`config.mk`:
```
export PLATFORM = sky130hd
export DESIGN_NAME = multi_delay_timer_flat
export DESIGN_NICKNAME = d
export VERILOG_FILES = /design/src/rtl/multi_delay_timer_if.sv /design/src/rtl/multi_delay_timer.sv /design/src/flat_wrapper.sv
export SDC_FILE = /design/constraint.sdc
export NUM_CORES = 1
export LEC_CHECK = 0
export ABC_AREA = 1
export CAP_MARGIN = 30
export CORE_MARGIN = 2
export CORE_UTILIZATION = 35
export DETAILED_ROUTE_END_ITERATION = 7
export RECOVER_POWER = 100
export SETUP_SLACK_MARGIN = 0.15
export SYNTH_ARGS = -nofsm -noshare
export SYNTH_HDL_FRONTEND = slang
export SYNTH_SLANG_ARGS = --single-unit
export TNS_END_PERCENT = 50
```
`constraint.sdc`:
```
create_clock -name mclk -period 4.43 [get_ports mclk]
set_clock_uncertainty 0.2 [all_clocks]
set_input_delay 0.886 -clock mclk [delete_from_list [all_inputs] [get_ports mclk]]
set_output_delay 0.886 -clock mclk [all_outputs]
set_load 0.01 [all_outputs]
```
`src/rtl/multi_delay_timer_if.sv`:
```
// Configuration, control and status bundle for multi_delay_timer.
// The master drives writes and start/stop pulses; the slave (timer) returns ticks and busy flags.
interface multi_delay_timer_if #(
  parameter int NUM_CH   = 4,
  parameter int CNT_WDTH = 30,
  parameter int CH_IDX_W = 2
);
  logic                wr_en;
  logic [CH_IDX_W-1:0] wr_sel;
  logic [CNT_WDTH-1:0] wr_period;
  logic                wr_oneshot;
  logic [NUM_CH-1:0]   start;
  logic [NUM_CH-1:0]   stop;
  logic [NUM_CH-1:0]   tick_out;
  logic [NUM_CH-1:0]   busy;

  modport master (
    output wr_en, wr_sel, wr_period, wr_oneshot, start, stop,
    input  tick_out, busy
  );

  modport slave (
    input  wr_en, wr_sel, wr_period, wr_oneshot, start, stop,
    output tick_out, busy
  );
endinterface

```
`src/rtl/multi_delay_timer.sv`:
```
// Multi-channel programmable delay/tick generator: each channel counts to a loadable
// period and emits a registered one-cycle tick, either periodically or once.
module multi_delay_timer #(
  parameter int NUM_CH         = 4,
  parameter int CNT_WDTH       = 30,
  parameter int CH_IDX_W       = 2,
  parameter int DEFAULT_PERIOD = 1
) (
  input logic                 mclk,
  input logic                 rst,
  multi_delay_timer_if.slave  bus
);

  typedef enum logic {
    CH_IDLE = 1'b0,
    CH_RUN  = 1'b1
  } ch_state_t;

  logic [NUM_CH-1:0] tick_vec;
  logic [NUM_CH-1:0] busy_vec;

  assign bus.tick_out = tick_vec;
  assign bus.busy     = busy_vec;

  for (genvar gi = 0; gi < NUM_CH; gi++) begin : g_ch
    ch_state_t           state_reg, state_next;
    logic [CNT_WDTH-1:0] count_reg, count_next;
    logic [CNT_WDTH-1:0] period_reg, period_next;
    logic                oneshot_reg, oneshot_next;
    logic                tick_reg, tick_next;
    logic                wr_hit;

    // Out-of-range selects never match any channel, so such writes fall through silently.
    assign wr_hit = bus.wr_en && (bus.wr_sel == CH_IDX_W'(gi));

    always_comb begin
      state_next   = state_reg;
      count_next   = count_reg;
      period_next  = period_reg;
      oneshot_next = oneshot_reg;
      tick_next    = 1'b0;

      if (wr_hit) begin
        period_next  = bus.wr_period;
        oneshot_next = bus.wr_oneshot;
      end

      // The >= compare lets a period lowered below the live count terminate
      // on the next edge instead of wrapping the counter.
      if (bus.stop[gi]) begin
        state_next = CH_IDLE;
        count_next = '0;
      end else if (bus.start[gi]) begin
        state_next = CH_RUN;
        count_next = '0;
      end else if (state_reg == CH_RUN && count_reg >= period_reg) begin
        count_next = '0;
        tick_next  = 1'b1;
        if (oneshot_reg) begin
          state_next = CH_IDLE;
        end
      end else if (state_reg == CH_RUN) begin
        count_next = count_reg + CNT_WDTH'(1);
      end else begin
        count_next = '0;
      end
    end

    always_ff @(posedge mclk or negedge rst) begin
      if (!rst) begin
        state_reg   <= CH_IDLE;
        count_reg   <= '0;
        period_reg  <= CNT_WDTH'(DEFAULT_PERIOD);
        oneshot_reg <= 1'b0;
        tick_reg    <= 1'b0;
      end else begin
        state_reg   <= state_next;
        count_reg   <= count_next;
        period_reg  <= period_next;
        oneshot_reg <= oneshot_next;
        tick_reg    <= tick_next;
      end
    end

    assign tick_vec[gi] = tick_reg;
    assign busy_vec[gi] = (state_reg == CH_RUN);
  end

endmodule
```
`src/flat_wrapper.sv`:
```
// flat-port wrapper written by rule: the top's interface ports become plain ports
module multi_delay_timer_flat 
#(
  parameter int NUM_CH         = 4,
  parameter int CNT_WDTH       = 30,
  parameter int CH_IDX_W       = 2,
  parameter int DEFAULT_PERIOD = 1
)
  (mclk, rst, bus_wr_en, bus_wr_sel, bus_wr_period, bus_wr_oneshot, bus_start, bus_stop, bus_tick_out, bus_busy);
  multi_delay_timer_if #(.NUM_CH(NUM_CH), .CNT_WDTH(CNT_WDTH), .CH_IDX_W(CH_IDX_W)) bus_i ();
  input logic mclk;
  input logic rst;
  input wire logic [$bits(bus_i.wr_en)-1:0] bus_wr_en;
  input wire logic [$bits(bus_i.wr_sel)-1:0] bus_wr_sel;
  input wire logic [$bits(bus_i.wr_period)-1:0] bus_wr_period;
  input wire logic [$bits(bus_i.wr_oneshot)-1:0] bus_wr_oneshot;
  input wire logic [$bits(bus_i.start)-1:0] bus_start;
  input wire logic [$bits(bus_i.stop)-1:0] bus_stop;
  output wire logic [$bits(bus_i.tick_out)-1:0] bus_tick_out;
  output wire logic [$bits(bus_i.busy)-1:0] bus_busy;
  assign bus_i.wr_en = bus_wr_en;
  assign bus_i.wr_sel = bus_wr_sel;
  assign bus_i.wr_period = bus_wr_period;
  assign bus_i.wr_oneshot = bus_wr_oneshot;
  assign bus_i.start = bus_start;
  assign bus_i.stop = bus_stop;
  assign bus_tick_out = bus_i.tick_out;
  assign bus_busy = bus_i.busy;
  multi_delay_timer #(.NUM_CH(NUM_CH), .CNT_WDTH(CNT_WDTH), .CH_IDX_W(CH_IDX_W), .DEFAULT_PERIOD(DEFAULT_PERIOD)) u_core (.mclk(mclk), .rst(rst), .bus(bus_i));
endmodule
```
==> run_results.csv <==
group,metric,value,unit
sta,tightest_slew,2690,ps
floorplan,ios,52,
synth,yosys.cell_types.count,40,
clocking,hold_buffers,0,
critical_path,cp_cell_sequence,"dlygate4sd3_1, nand3_2, clkbuf_1, o21ai_0",
synth,syn_avg_cell_area,7.92,µm²
route,routed_wl,35000,µm
place,dp_hpwl,25700,µm
sta,maxSlewHeadroom,-79.4,%
min_path,hold_path.class,"register to register",
clocking,htreeDepth,1,
floorplan,initial_core_util,35.5,%
cells_and_area,antenna_cells,0,
place,gp_congestion,0.838,
cells_and_area,synthToLayoutAreaGrowth,14.1,%
route,vias,11600,
synth,synth_edf_count,0,
global_route,grt_usage,16.4,%
synth,syn_inst,1833,
global_route,grt_pass1_vias,11300,
clocking,cts_tree,"built",
power,cellPowerDensity,353,nW/µm²
sta,fin_crit_sh,75.4,%
critical_path,cp-end-kind,"register",
global_route,grt-ovfl-total,0,
critical_path,crit_type,"primary input to register",
floorplan,die_area,43100,µm²
critical_path,critPathMaxStageDelay,1570,ps
route,ant_nets,0,
floorplan,fp.dieW,208,µm
clocking,cts_buffers,28,
route,wl_per_cell,14.4,µm
synth,synth-seq-cells,252,
critical_path,arrival,3480,ps
cells_and_area,layout.nets,2046,
critical_path,slowest_stage,"clkbuf_1",
place,port_buffers,51,
route,drt_drc_violations_left,0,
clocking,cts_root_buf,"clkbuf_16",
clocking,clk_path_buf_depth,3,
cells_and_area,layout-drive-gt1-share,5.26,%
sta,setup_tns,0,ps
sta,fmax,299,MHz
global_route,grt_antenna_before_repair,0,
sta,finalMaxSlewViolations,227,
clocking,post_cts_buffers,0,
status,status,"finished with violations",
synth,ys_seq_area_share,43.5,%
run,cap_violations,3,
floorplan,die_h,208,µm
clocking,clk_latency,560,ps
status,violations,"capacitance limit, slew limit",
floorplan,coreArea,40900,µm²
critical_path,cp.required,4570,ps
sta,holdWs,267,ps
sta,finalHoldViolCount,0,
synth,async_flop_share,100,%
power,p_leak,0.00791,µW
route,dr.pass1.iters,5,
critical_path,setup.worst_path.start_class,"primary input",
synth,synth.net_count,2001,
synth,ys.flop_type,"dfrtp_1",
sta,fin_crit,3340,ps
power,fin_total_pwr,5850,µW
route,drtIter0Drc,630,
clocking,cts_sinks,252,
power,ir_drop,0.260,mV
sta,setup_viol,0,
route,routed_via_density,4.77,
clocking,clk_pin_slew_worst_paths,70,ps
floorplan,placementRows,74,
sta,grt_setup_unrepaired,"no",
global_route,grt_pass1_wl,58300,µm
synth,yosys_warnings,0,
global_route,grt_max_degree,103,
clocking,cts_resized,0,
synth,synth_area,14500,µm²
critical_path,worstPathMaxFanout,62,
## critical path, delay by kind of cell
| kind | cells | cell delay [ps] |
|---|---|---|
| compound gates | 1 | 270 |
| buf+inv | 2 | 2180 |
| simple gates | 1 | 100 |
## cell usage in the layout (no fill, tap or decap), types with 4 or more instances in the layout
master / count
nand2_1: 411
inv_1: 283
dfrtp_1: 248
nor2_1: 221
o21ai_0: 146
ha_1: 124
nor3_1: 60
a21oi_1: 58
nand3_1: 54
clkdlybuf4s50_1: 41
xor2_1: 36
nand4_1: 32
clkbuf_16: 29
nor3b_1: 14
xnor2_1: 12
nor2_2: 10
dlygate4sd3_1: 9
nor4_1: 8
clkinvlp_4: 8
a31oi_1: 7
nand3_2: 7
a21o_1: 5
o21a_1: 5
nand2_2: 5
nor3_2: 5
a21boi_0: 5
clkinv_2: 5
bufinv_16: 5
clkbuf_1: 5
o21bai_1: 4
a41oi_1: 4
dfstp_2: 4
## worst paths after layout
path | endpoint | depth (start not counted) | slack, ps | start
max in group asynchronous | u_core.g_ch[2].tick_reg | 1 | 1480 | rst
min in group asynchronous | u_core.g_ch[3].period_reg[3] | 1 | 990 | rst
worst max-delay path | u_core.g_ch[1].period_reg[17] | 4 | 1090 | bus_wr_sel[0]
worst min register to register | u_core.g_ch[0].count_reg[0] | 1 | 270 | u_core.g_ch[0].count_reg[0]
worst min-delay path | u_core.g_ch[0].count_reg[0] | 1 | 270 | u_core.g_ch[0].count_reg[0]
worst max register to register | u_core.g_ch[2].count_reg[28] | 12 | 1240 | u_core.g_ch[2].count_reg[13]
## stage by stage
stage	std cells	cell area [µm²]	utilization, %	worst slack [ps]
3_3_place_gp	2380	15600	38.1	1450
6_report	2432	16600	40.5	1090
3_5_place_dp	2380	15600	38.1	1430
5_1_grt	2432	16600	40.5	698
4_1_cts	2432	16600	40.6	1690
2_1_floorplan	1833	14500	-	2430
## Yosys cell counts, drive strengths merged, types with 7 or more instances
master  count  area (µm²)
a21oi      58         290
nand2     416        1570
nand4      34         225
xor2       36         315
a31oi       7        43.8
nor4        9        62.6
inv       284        1070
ha        124        1550
buf        16         100
dfrtp     248        6210
nand3      63         375
nor3b      14         110
clkbuf     29         109
xnor2      12         105
nor2      234         926
nor3       67         383
o21ai     146         731
## area by class of cell
cell class,count,area [µm²]
fill,4165,24400
multi-input combinational,1252,6920
sequential,252,6310
inverter,284,1070
clock buffer,31,753
tap,532,666
timing repair buffer,60,579
clock inverter,21,262
## logic make-up after synthesis
family / after synthesis / synth area share [%]
AOI/OAI and AO/OA: 236 / 8.66
xor gates and xnor gates: 48 / 2.90
adders and majority gates: 124 / 10.7
buffers and inverters: 329 / 8.78
DFF: 252 / 43.5
and+or+nand+nor: 844 / 25.5
## power breakdown
group | internal, µW | switching (µW)
Clock | 1520 | 1040
Sequential | 2490 | 106
Combinational | 254 | 438
## metal layers
layer / track usage (%) / routed length (µm) / share of wire, % / vias up
li1: - / - / - / 5946
met1: 22.7 / 16700 / 48 / 5470
met2: 27.6 / 16500 / 47 / 140
met3: 2.01 / 1190 / 3.4 / 39
met4: 3.79 / 580 / 1.7 / 0
met5: 0 / 0 / 0 / -
(Power assumes the default switching activity.)
